[config.mk]
export PLATFORM = sky130hd
export DESIGN_NAME = mcyc_ctrl
export DESIGN_NICKNAME = d
export VERILOG_FILES = /design/src/rtl/mcyc_ctrl.sv
export SDC_FILE = /design/constraint.sdc
export NUM_CORES = 1
export LEC_CHECK = 0
export ABC_AREA = 1
export CORE_MARGIN = 2
export CORE_UTILIZATION = 28
export CTS_CLUSTER_SIZE = 12
export DETAILED_ROUTE_END_ITERATION = 7
export DONT_BUFFER_PORTS = 1
export PLACE_DENSITY = 0.44
export SLEW_MARGIN = 10
export SYNTH_ARGS = -nofsm -noshare
export SYNTH_HDL_FRONTEND = slang
export SYNTH_SLANG_ARGS = --single-unit
[constraint.sdc]
create_clock -name clk -period 2.3 [get_ports clk]
set_clock_uncertainty 0.05 [all_clocks]
set_input_delay 0.46 -clock clk [delete_from_list [all_inputs] [get_ports clk]]
set_output_delay 0.46 -clock clk [all_outputs]
set_load 0.05 [all_outputs]
[src/rtl/mcyc_ctrl.sv]
// Multi-cycle MIPS control unit: state register, memory-wait timeout, sticky overflow, decoded controls.
// Optional shift decode (sll/srl/sra) is enabled by defining CTRL_SHIFT_EN.
module mcyc_ctrl #(
  parameter int ALUOP_W  = 4,
  parameter int WAIT_MAX = 15
) (
  input  logic               clk,
  input  logic               reset,
  input  logic [31:0]        Inst_in,
  input  logic               zero,
  input  logic               overflow,
  input  logic               MIO_ready,
  output logic               MemRead,
  output logic               MemWrite,
  output logic               CPU_MIO,
  output logic               IorD,
  output logic               IRWrite,
  output logic               RegWrite,
  output logic               ALUSrcA,
  output logic               PCWrite,
  output logic               PCWriteCond,
  output logic               Branch,
  output logic [1:0]         RegDst,
  output logic [1:0]         MemtoReg,
  output logic [1:0]         ALUSrcB,
  output logic [1:0]         PCSource,
  output logic [ALUOP_W-1:0] ALU_operation,
  output logic [4:0]         state_out,
  output logic               err,
  output logic               ovf_flag
);

  typedef enum logic [4:0] {
    S_IF     = 5'd0,
    S_ID     = 5'd1,
    S_EX_R   = 5'd2,
    S_EX_MEM = 5'd3,
    S_EX_I   = 5'd4,
    S_LUI_WB = 5'd5,
    S_EX_BEQ = 5'd6,
    S_EX_BNE = 5'd7,
    S_EX_JR  = 5'd8,
    S_EX_JAL = 5'd9,
    S_EX_J   = 5'd10,
    S_MEM_RD = 5'd11,
    S_MEM_WD = 5'd12,
    S_WB_R   = 5'd13,
    S_WB_I   = 5'd14,
    S_WB_LW  = 5'd15,
    S_ERR    = 5'd31
  } state_e;

  typedef enum logic [3:0] {
    OP_AND  = 4'd0,
    OP_OR   = 4'd1,
    OP_ADD  = 4'd2,
    OP_XOR  = 4'd3,
    OP_NOR  = 4'd4,
    OP_SRL  = 4'd5,
    OP_SUB  = 4'd6,
    OP_SLT  = 4'd7,
    OP_SLL  = 4'd8,
    OP_SRA  = 4'd9,
    OP_SLTU = 4'd10
  } alu_op_e;

  localparam logic [5:0] OPC_RTYPE = 6'b000000;
  localparam logic [5:0] OPC_LW    = 6'b100011;
  localparam logic [5:0] OPC_SW    = 6'b101011;
  localparam logic [5:0] OPC_BEQ   = 6'b000100;
  localparam logic [5:0] OPC_BNE   = 6'b000101;
  localparam logic [5:0] OPC_ADDI  = 6'b001000;
  localparam logic [5:0] OPC_ANDI  = 6'b001100;
  localparam logic [5:0] OPC_ORI   = 6'b001101;
  localparam logic [5:0] OPC_XORI  = 6'b001110;
  localparam logic [5:0] OPC_SLTI  = 6'b001010;
  localparam logic [5:0] OPC_LUI   = 6'b001111;
  localparam logic [5:0] OPC_J     = 6'b000010;
  localparam logic [5:0] OPC_JAL   = 6'b000011;

  localparam logic [5:0] FN_JR   = 6'b001000;
  localparam logic [5:0] FN_ADD  = 6'b100000;
  localparam logic [5:0] FN_SUB  = 6'b100010;
  localparam logic [5:0] FN_AND  = 6'b100100;
  localparam logic [5:0] FN_OR   = 6'b100101;
  localparam logic [5:0] FN_XOR  = 6'b100110;
  localparam logic [5:0] FN_NOR  = 6'b100111;
  localparam logic [5:0] FN_SLT  = 6'b101010;
  localparam logic [5:0] FN_SLTU = 6'b101011;
`ifdef CTRL_SHIFT_EN
  localparam logic [5:0] FN_SLL  = 6'b000000;
  localparam logic [5:0] FN_SRL  = 6'b000010;
  localparam logic [5:0] FN_SRA  = 6'b000011;
`endif

  localparam int CNT_W = (WAIT_MAX > 1) ? $clog2(WAIT_MAX + 1) : 1;

  state_e           state_q, state_d;
  logic [CNT_W-1:0] wait_q, wait_d, wait_inc;
  logic             ovf_q, ovf_d;
  logic             ovf_flag_q, ovf_flag_d;
  logic             timeout;

  logic [5:0] opcode, funct;
  assign opcode = Inst_in[31:26];
  assign funct  = Inst_in[5:0];

  // Only opcode and funct steer control; the ALU zero flag is consumed in the datapath.
  logic unused_bits;
  assign unused_bits = ^{zero, Inst_in[25:6]};

  alu_op_e r_op, i_op, alu_op;
  logic    r_valid;
  state_e  id_next;

  // NOTE: every signal written in an always_comb gets a default first, so no path can infer a latch.
  always_comb begin
    r_valid = 1'b1;
    r_op    = OP_ADD;
    case (funct)
      FN_ADD:  r_op = OP_ADD;
      FN_SUB:  r_op = OP_SUB;
      FN_AND:  r_op = OP_AND;
      FN_OR:   r_op = OP_OR;
      FN_XOR:  r_op = OP_XOR;
      FN_NOR:  r_op = OP_NOR;
      FN_SLT:  r_op = OP_SLT;
      FN_SLTU: r_op = OP_SLTU;
`ifdef CTRL_SHIFT_EN
      FN_SLL:  r_op = OP_SLL;
      FN_SRL:  r_op = OP_SRL;
      FN_SRA:  r_op = OP_SRA;
`endif
      default: r_valid = 1'b0;
    endcase
  end

  always_comb begin
    i_op = OP_ADD;
    case (opcode)
      OPC_ANDI: i_op = OP_AND;
      OPC_ORI:  i_op = OP_OR;
      OPC_XORI: i_op = OP_XOR;
      OPC_SLTI: i_op = OP_SLT;
      default:  i_op = OP_ADD;
    endcase
  end

  always_comb begin
    id_next = S_ERR;
    case (opcode)
      OPC_RTYPE:       id_next = (funct == FN_JR) ? S_EX_JR : S_EX_R;
      OPC_LW, OPC_SW:  id_next = S_EX_MEM;
      OPC_BEQ:         id_next = S_EX_BEQ;
      OPC_BNE:         id_next = S_EX_BNE;
      OPC_ADDI, OPC_ANDI, OPC_ORI, OPC_XORI, OPC_SLTI:
                       id_next = S_EX_I;
      OPC_LUI:         id_next = S_LUI_WB;
      OPC_J:           id_next = S_EX_J;
      OPC_JAL:         id_next = S_EX_JAL;
      default:         id_next = S_ERR;
    endcase
  end

  // The wait count only survives while a memory-facing state keeps seeing MIO_ready=0.
  always_comb begin
    wait_inc = wait_q + CNT_W'(1);
    wait_d   = '0;
    timeout  = 1'b0;
    if ((state_q == S_IF || state_q == S_MEM_RD || state_q == S_MEM_WD) && !MIO_ready) begin
      wait_d  = wait_inc;
      timeout = (WAIT_MAX != 0) && (wait_inc == CNT_W'(WAIT_MAX));
    end
  end

  always_comb begin
    state_d = S_IF;
    case (state_q)
      S_IF:     state_d = MIO_ready ? S_ID : (timeout ? S_ERR : S_IF);
      S_ID:     state_d = id_next;
      S_EX_MEM: state_d = (opcode == OPC_LW) ? S_MEM_RD : S_MEM_WD;
      S_EX_R:   state_d = r_valid ? S_WB_R : S_ERR;
      S_EX_I:   state_d = S_WB_I;
      S_MEM_RD: state_d = MIO_ready ? S_WB_LW : (timeout ? S_ERR : S_MEM_RD);
      S_MEM_WD: state_d = MIO_ready ? S_IF : (timeout ? S_ERR : S_MEM_WD);
      S_ERR:    state_d = S_ERR;
      default:  state_d = S_IF;
    endcase
  end

  // Overflow only matters for the signed add/sub forms; it is held for exactly the following WB.
  assign ovf_d = overflow &&
                 ((state_q == S_EX_R && (funct == FN_ADD || funct == FN_SUB)) ||
                  (state_q == S_EX_I && opcode == OPC_ADDI));
  assign ovf_flag_d = ovf_flag_q | ovf_d;

  // NOTE: sequential state uses non-blocking assignments so all registers update together at the edge.
  always_ff @(posedge clk or posedge reset) begin
    if (reset) begin
      state_q    <= S_IF;
      wait_q     <= '0;
      ovf_q      <= 1'b0;
      ovf_flag_q <= 1'b0;
    end else begin
      state_q    <= state_d;
      wait_q     <= wait_d;
      ovf_q      <= ovf_d;
      ovf_flag_q <= ovf_flag_d;
    end
  end

  always_comb begin
    MemRead     = 1'b0;
    MemWrite    = 1'b0;
    CPU_MIO     = 1'b0;
    IorD        = 1'b0;
    IRWrite     = 1'b0;
    RegWrite    = 1'b0;
    ALUSrcA     = 1'b0;
    PCWrite     = 1'b0;
    PCWriteCond = 1'b0;
    Branch      = 1'b0;
    RegDst      = 2'b00;
    MemtoReg    = 2'b00;
    ALUSrcB     = 2'b00;
    PCSource    = 2'b00;
    alu_op      = OP_ADD;
    case (state_q)
      S_IF: begin
        MemRead = 1'b1;
        CPU_MIO = 1'b1;
        ALUSrcB = 2'b01;
        IRWrite = MIO_ready;
        PCWrite = MIO_ready;
      end
      S_ID:     ALUSrcB = 2'b11;
      S_EX_R: begin
        ALUSrcA = 1'b1;
        alu_op  = r_op;
      end
      S_EX_MEM: begin
        ALUSrcA = 1'b1;
        ALUSrcB = 2'b10;
      end
      S_EX_I: begin
        ALUSrcA = 1'b1;
        ALUSrcB = 2'b10;
        alu_op  = i_op;
      end
      S_LUI_WB: begin
        RegWrite = 1'b1;
        MemtoReg = 2'b10;
      end
      S_EX_BEQ, S_EX_BNE: begin
        ALUSrcA     = 1'b1;
        alu_op      = OP_SUB;
        PCWriteCond = 1'b1;
        PCSource    = 2'b01;
        Branch      = (state_q == S_EX_BEQ);
      end
      S_EX_JR: begin
        PCWrite  = 1'b1;
        PCSource = 2'b11;
      end
      S_EX_JAL: begin
        PCWrite  = 1'b1;
        PCSource = 2'b10;
        RegWrite = 1'b1;
        RegDst   = 2'b10;
        MemtoReg = 2'b11;
      end
      S_EX_J: begin
        PCWrite  = 1'b1;
        PCSource = 2'b10;
      end
      S_MEM_RD: begin
        MemRead = 1'b1;
        IorD    = 1'b1;
        CPU_MIO = 1'b1;
      end
      S_MEM_WD: begin
        MemWrite = 1'b1;
        IorD     = 1'b1;
        CPU_MIO  = 1'b1;
      end
      S_WB_R: begin
        RegWrite = ~ovf_q;
        RegDst   = 2'b01;
      end
      S_WB_I:   RegWrite = ~ovf_q;
      S_WB_LW: begin
        RegWrite = 1'b1;
        MemtoReg = 2'b01;
      end
      default: ;
    endcase
  end

  assign ALU_operation = ALUOP_W'(alu_op);
  assign state_out     = state_q;
  assign err           = (state_q == S_ERR);
  assign ovf_flag      = ovf_flag_q;

endmodule

# Word-level counts from Yosys, hierarchy flattened
# Cells that the tools add are included.
# W data, S select, Z words.
[classes] n_addsub=1 eq_ne=38 n_mux=31 bitwise=2 reduce_logical=24
[op_table] operator="$pmux W5 S8" n=2
[op_table] operator="$eq A6 B6 Y1 const B" n=10
[op_table] operator="$eq A6 B4 Y1 const B" n=7
[op_table] operator="$eq A5 B4 Y1 const B" n=8
[op_table] operator="$mux W5" n=7
[op_table] operator="$pmux W4 S7" n=1
[op_table] operator="$eq A5 B3 Y1 const B" n=4
[op_table] operator="$pmux W2 S3" n=3
[op_table] operator="$reduce_or A2 Y1" n=7
[op_table] operator="$eq A6 B2 Y1 const B" n=2
[op_table] operator="$eq A6 B3 Y1 const B" n=2
[op_table] operator="$pmux W3 S4" n=1
[op_table] operator="$pmux W4 S3" n=1
[op_table] operator="$eq A5 B2 Y1 const B" n=2
[op_table] operator="$mux W1" n=10
[op_table] operator="$reduce_or A5 Y1" n=2
[op_table] operator="$reduce_or A3 Y1" n=3
[op_table] operator="$mux W4" n=2
[op_table] operator="$reduce_or A8 Y1" n=1
[op_table] operator="$logic_not A6 Y1" n=1
[op_table] operator="$eq A5 B1 Y1 const B" n=1
[op_table] operator="$eq A5 B5 Y1 const B" n=1
[op_table] operator="$logic_not A5 Y1" n=1
[op_table] operator="$add A4 B1 Y4 const B" n=1
[op_table] operator="9 further kinds" n=16
[word_totals] reg_bits=11 inputBits=37 out_inout_bits=29 wordCells=100

# Depth between registers and ports, before layout
# Gate-level depths: netlist of the first run.
[depth] depth_word=8 ltp_mapped=10 depth_no_buf=10

# Worst setup path before layout of the first run
# OpenSTA, ideal clock, no wires.
[synth_timing] kind="reg2out" startpoint="register state_q[0] (netlist: state_out[0])" endpoint="output port RegWrite" arrival_time_ns=2.966 required_ns=1.790 path_slack_ns=-1.176 path_stages_with_launch=7 path_buffers=0 cell_sequence="dfrtp_1 -> inv_1 -> nor2_1 -> nand2_1 -> nor2_1 -> a21oi_1 -> o21ai_0"
[synth_between] elab_chain_cells=3 word_cells_on_any_way=8
[synth_rtl] element="start: declaration" line="98" text="state_e state_q, state_d;"
[synth_rtl] element="start signal: assignment" line="205" text="state_q <= state_d;"
[synth_rtl] element="$eq A5 B4 Y1 / $eq A5 B3 Y1 (equally long branches)" line="228" text="case (state_q)"
[synth_rtl] element="$reduce_or A3 Y1 (no source line) / $reduce_or A2 Y1 (equally long branches)"
[synth_rtl] element="$pmux W1 S2 (*)" line="228"
[synth_rtl] element="end: declaration" line="18" text="output logic RegWrite,"
# Mark *: on every way between the ends. The rest lies on a longest branch, timed or not.

# Worst setup path after layout of the first run
[layout_timing] startpoint="register state_q[4] (netlist: state_out[4])" endpoint="output port RegWrite"
# Same word-level chain as after synthesis.

==> results of run 1 <==
power by group through the flow:
stage / clock network (mW) / registers [mW] / logic (mW)
after CTS: 0.198 / 0.355 / 1.82
after global placement: 0 / 0.357 / 1.82
after floorplan: 0 / 0.474 / 1.13
final: 0.193 / 0.365 / 1.83
after global routing: 0.211 / 0.374 / 1.95
after detailed placement: 0 / 0.359 / 1.82
registers in the layout, indices dropped and copies added, names as in the netlist:
| register | flops |
|---|---|
| ovf_flag | 1 |
| wait_q | 4 |
| state_out | 5 |
| ovf_q | 1 |
through the flow:
step	setup TNS [ns]	area (µm²)
2_1_floorplan	-0.342	1260
3_3_place_gp	0	1630
3_5_place_dp	0	1630
4_1_cts	0	1680
5_1_grt	0	1700
6_report	0	1700
synthesized netlist by cell type (all sizes together):
master / count
nand2: 47
nor2: 41
inv: 39
nand3: 33
dfrtp: 11
nor3: 7
nand4: 6
a21oi: 4
a31oi: 2
ha: 2
o21ai: 2
o22ai: 2
a41oi: 1
and2: 1
nand3b: 1
o211ai: 1
o21a: 1
o21bai: 1
o31ai: 1
or2: 1
xnor2: 1
worst register-to-register path, stage by stage, from the launching register on:
cell	delay, ns
dfrtp_1	0.47
nand2_1	0.22
inv_1	0.13
nand3_2	0.13
inv_1	0.10
a21oi_1	0.21
nand3_1	0.10
a21oi_1	0.16
nand3_1	0.08
layout make-up:
class / instances / area [µm²]
repair buffers: 29 / 305
well taps: 52 / 65.1
multi-input cells: 155 / 857
flip-flops and latches: 11 / 278
fillers: 485 / 2600
clock buffers: 4 / 45.0
inverters: 39 / 146
layer usage:
layer  up-vias  global-route usage, %  share of wire (%)
met5         -                      0                  0
met4         0                   2.56               0.66
met3         5                   3.17                4.5
met2        33                   23.7                 46
met1       617                   20.4                 49
li1        729                      -                  -
kinds of logic after synthesis:
group	after synthesis	share of synthesized area, %
xor+xnor	1	0.712
buf+inv	39	11.9
simple gates	137	54.8
fa+ha+maj	2	2.03
flops	11	22.4
compound gates	15	8.14
placed cells by master, fill, tap and decap left out, types with 5 or more instances in the layout:
master    n
buf_12    7
buf_4    22
dfrtp_1   9
inv_1    33
inv_2     6
nand2_1  43
nand3_1  28
nand4_1   5
nor2_1   32
nor2_2    5
path summary, 6_finish.rpt:
kind / from / slack (ns) / cells after the start / endpoint
min reg2reg: wait_q[0] / 0.45 / 1 / wait_q[0]
max in group asynchronous: reset / 1.83 / 1 / state_out[4]
max reg2reg: state_out[2] / 0.52 / 8 / state_out[2]
max: state_out[4] / 0.12 / 7 / RegWrite
min in group clk: overflow / 0.29 / 2 / ovf_q
min: reset / 0.05 / 1 / wait_q[1]
what timing repair did:
| action | in CTS | in global routing |
|---|---|---|
| buffers inserted | 0 | 0 |
| endpoints found under the setup margin | 0 | 4 |
| gates resized for setup | 0 | 6 |
==> flow_summary.json, run 1 <==
{
  "cts.clk_slew.worst_paths_ns": 0.05,
  "cts_hold_buffers": 0,
  "yosysSeqAreaShare_pct": 22.4,
  "synth_top_cell_area_share_pct": 22.4,
  "synth_area_per_cell_um2": 6.00,
  "crit_arrival_ns": 1.67,
  "finalNetCount": 278,
  "power.internal_mw": 0.950,
  "slowest_stage": "dfrtp_2",
  "die_h_um": 70.3,
  "utilization_pct": 39.5,
  "cpPeakStageDelay_ns": 0.44,
  "cts_num_sinks": 11,
  "maxSlewViolCount": 0,
  "dp.cells": 286,
  "critPathBufInv": 3,
  "maxCapViolCount": 0,
  "path_max_fanout": 5,
  "insertion_delay_ns": 0.24,
  "clockRootBuffer": "clkbuf_8",
  "rsz0062_at_grt": "no",
  "wl_per_cell_um": 12.0,
  "pwr-share-seq_pct": 15.3,
  "crit_required_ns": 1.79,
  "start_kind": "flop",
  "fin_crit_sh_pct": 94.6,
  "netSwitchingPower_mw": 1.44,
  "grt_pass1_vias": 1344,
  "layout_min_cycle_time_ns": 2.18,
  "yosys.area.top_type": "dfrtp_1",
  "numPortBuffers": 0,
  "setup_slack_ns": 0.124,
  "core.rowCount": 24,
  "routed_wl_mm": 3.47,
  "netlist_instances": 205,
  "overflow": 0,
  "hold_viol": 0,
  "ant_nets": 0,
  "core_region_area_um2": 4290,
  "syn2layout_area_growth_pct": 37.9,
  "h-tree-depth": 1,
  "drc_errors": 0,
  "tightest_slew_ns": 0.467,
  "fmax_mhz": 460,
  "instances_no_fill": 290,
  "gp_congestion": 0.813,
  "run_status": "finished clean",
  "synth_area_leaders": "dfrtp_1 (22%), nand2_1 (13%), nand3_1 (12%), inv_1 (10%), nor2_1 (10%)",
  "place_worst_setup_slack_ns": 0.307,
  "endpoint_kind": "output port",
  "synth-seq-cells": 11,
  "n_antenna_cell": 0,
  "vdd.ir_drop.worst_uv": 490,
  "p_sw_share_pct": 60.2,
  "syn-num-nets": 244,
  "combPwrFrac_pct": 76.6,
  "pwr-share-clk_pct": 8.1,
  "synth_area_um2": 1230,
  "viasPerCell": 4.77,
  "num_io_pins": 66,
  "cts_buffers": 3,
  "antenna_found_initial": 0,
  "path_cells": "inv_1, buf_4, nand2_1, nor2_2, a21oi_1, o21ai_2, buf_12",
  "drtIter0Drc": 52,
  "grt_usage_pct": 14.7,
  "grt_max_degree": 12,
  "dieWidth_um": 70.3,
  "initial_core_util_pct": 28.6,
  "hold_class": "input pin to asynchronous set/reset pin",
  "path_class": "flop to output port",
  "synth_cell_types": 31,
  "leakage_nw": 0.971,
  "setup_viol": 0,
  "whs_ns": 0.0495,
  "dieArea_um2": 4940,
  "yosysWarningCount": 0,
  "vias": 1384,
  "relSlewSlack_pct": 68.8,
  "power_density_nw_per_um2": 1410,
  "post-dp-hpwl_mm": 2.89,
  "drtPass1Iterations": 6,
  "grt_pass1_wl_mm": 6.00,
  "cts_tree": "yes",
  "drive_above_1_share_pct": 28.6,
  "p_total_mw": 2.39,
  "path_delay_family": "buffers and inverters",
  "ctsLongestPathBuffers": 2
}
No activity file was read; power rests on OpenSTA's default activity.
==> run 2, diff against run 1 <==
CTS_BUF_LIST = sky130_fd_sc_hd__clkbuf_2 sky130_fd_sc_hd__clkbuf_4 sky130_fd_sc_hd__clkbuf_8   (was not set)
GPL_ROUTABILITY_DRIVEN = 0   (was not set)
==> flow_summary.json, run 2 (synthesized netlist as in run 1, its figures left out) <==
{
  "cp-endpoint": "RegWrite",
  "cp_num_cells": 7,
  "routed_wl_mm": 3.47,
  "cts-resized-gates": 0,
  "h-tree-depth": 1,
  "tightest_slew_ns": 0.467,
  "overflow": 0,
  "setup_tns_ns": 0,
  "setup_viol": 0,
  "dp.cells": 286,
  "cpPeakStageDelay_ns": 0.44,
  "maxCapViolCount": 0,
  "layout_min_cycle_time_ns": 2.18,
  "antenna_found_initial": 0,
  "critPathBufInv": 3,
  "grt_pass1_wl_mm": 6.00,
  "ctsLongestPathBuffers": 2,
  "ff2ff_setup_slack_ns": 0.52,
  "setup_slack_ns": 0.124,
  "grt_pass1_vias": 1344,
  "cts_tree": "yes",
  "place_worst_setup_slack_ns": 0.307,
  "reg2reg_to": "state_out[2]",
  "drtPass1Iterations": 6,
  "fillCellCount": 485,
  "met2_usage_pct": 23.7,
  "num_io_pins": 66,
  "use_met1_pct": 20.4,
  "core.rowCount": 24,
  "core_region_area_um2": 4290,
  "die_h_um": 70.3,
  "leakage_nw": 0.974,
  "instances_no_fill": 290,
  "syn2layout_area_growth_pct": 38.3,
  "vdd.ir_drop.worst_uv": 489,
  "finalNetCount": 278,
  "slowest_stage": "dfrtp_2",
  "fin_crit_sh_pct": 94.6,
  "drc_errors": 0,
  "path_class": "flop to output port",
  "grt_usage_pct": 14.7,
  "cts_num_sinks": 11,
  "endpoint_kind": "output port",
  "wl_per_cell_um": 12.0,
  "n_antenna_cell": 0,
  "cts_setup_buffers": 0,
  "ant_nets": 0,
  "crit_arrival_ns": 1.67,
  "whs_ns": 0.0499,
  "fmax_mhz": 460,
  "hold_viol": 0,
  "post-dp-hpwl_mm": 2.89,
  "cts.clk_slew.worst_paths_ns": 0.05,
  "largest_register_ff_count": 5,
  "utilization_pct": 39.6,
  "hold_class": "input pin to asynchronous set/reset pin",
  "drive_above_1_share_pct": 29.0,
  "path_cells": "inv_1, buf_4, nand2_1, nor2_2, a21oi_1, o21ai_2, buf_12",
  "initial_core_util_pct": 28.6,
  "dieWidth_um": 70.3,
  "crit_required_ns": 1.79,
  "maxSlewViolCount": 0,
  "p_total_mw": 2.40,
  "path_max_fanout": 5,
  "fin_area_um2": 1700,
  "placed_cell_area_um2": 1630,
  "power_density_nw_per_um2": 1410,
  "final_common_cell": "nand2_1",
  "cts_hold_buffers": 0,
  "startpoint": "state_out[4]",
  "cts_buffers": 3,
  "numPortBuffers": 0,
  "r2r_cells": 8,
  "clockRootBuffer": "clkbuf_8",
  "rsz0062_at_grt": "no",
  "run_status": "finished clean",
  "layout_common_cells": "nand2_1 (43), inv_1 (33), nor2_1 (32)",
  "busiest_layer": "met2",
  "path_delay_family": "buffers and inverters",
  "dieArea_um2": 4940,
  "drtIter0Drc": 52,
  "grt_max_degree": 12,
  "r2r-start": "state_out[2]",
  "vias": 1384,
  "relSlewSlack_pct": 68.8,
  "start_kind": "flop",
  "viasPerCell": 4.77,
  "met3_usage_pct": 3.17,
  "insertion_delay_ns": 0.24
}
==> run 2: cell counts in the layout (fill, tap and decap cells not counted) <==
Identical to the previous run, type by type.
==> run 2: power breakdown <==
part / internal (mW) / total [mW] / switching, mW
Sequential: 0.253 / 0.365 / 0.112
Clock: 0.133 / 0.204 / 0.0711
Combinational: 0.576 / 1.83 / 1.25
Total: 0.962 / 2.40 / 1.44
==> run 2: worst reg2reg max path: cells and delay by family, from the launching register on <==
kind	cells	cell delay, ns
and+or+nand+nor	4	0.53
DFF	1	0.47
AOI/OAI and AO/OA	2	0.37
buffers and inverters	2	0.23
==> run 2: final cells by class <==
| class | count | area (µm²) | share of cell area (%) |
|---|---|---|---|
| clock buffers | 4 | 48.8 | 2.87 |
| multi-input cells | 155 | 857 | 50.4 |
| inverters | 39 | 146 | 8.61 |
| repair buffers | 29 | 305 | 18.0 |
| well taps | 52 | 65.1 | 3.83 |
| flip-flops and latches | 11 | 278 | 16.3 |
==> run 2: how the worst min path moves through the flow <==
stage | endpoint | cells after the start
2_1_floorplan | ovf_flag | 1
3_3_place_gp | ovf_flag | 1
3_5_place_dp | wait_q[1] | 1
4_1_cts | ovf_flag | 1
5_1_grt | wait_q[1] | 1
6_report | wait_q[1] | 1
==> run 2: metal layers <==
metal  wire, µm  vias to the layer above
met5          0                        -
met1       1690                      617
met3        155                        5
met2       1600                       33
li1           -                      729
met4         23                        0
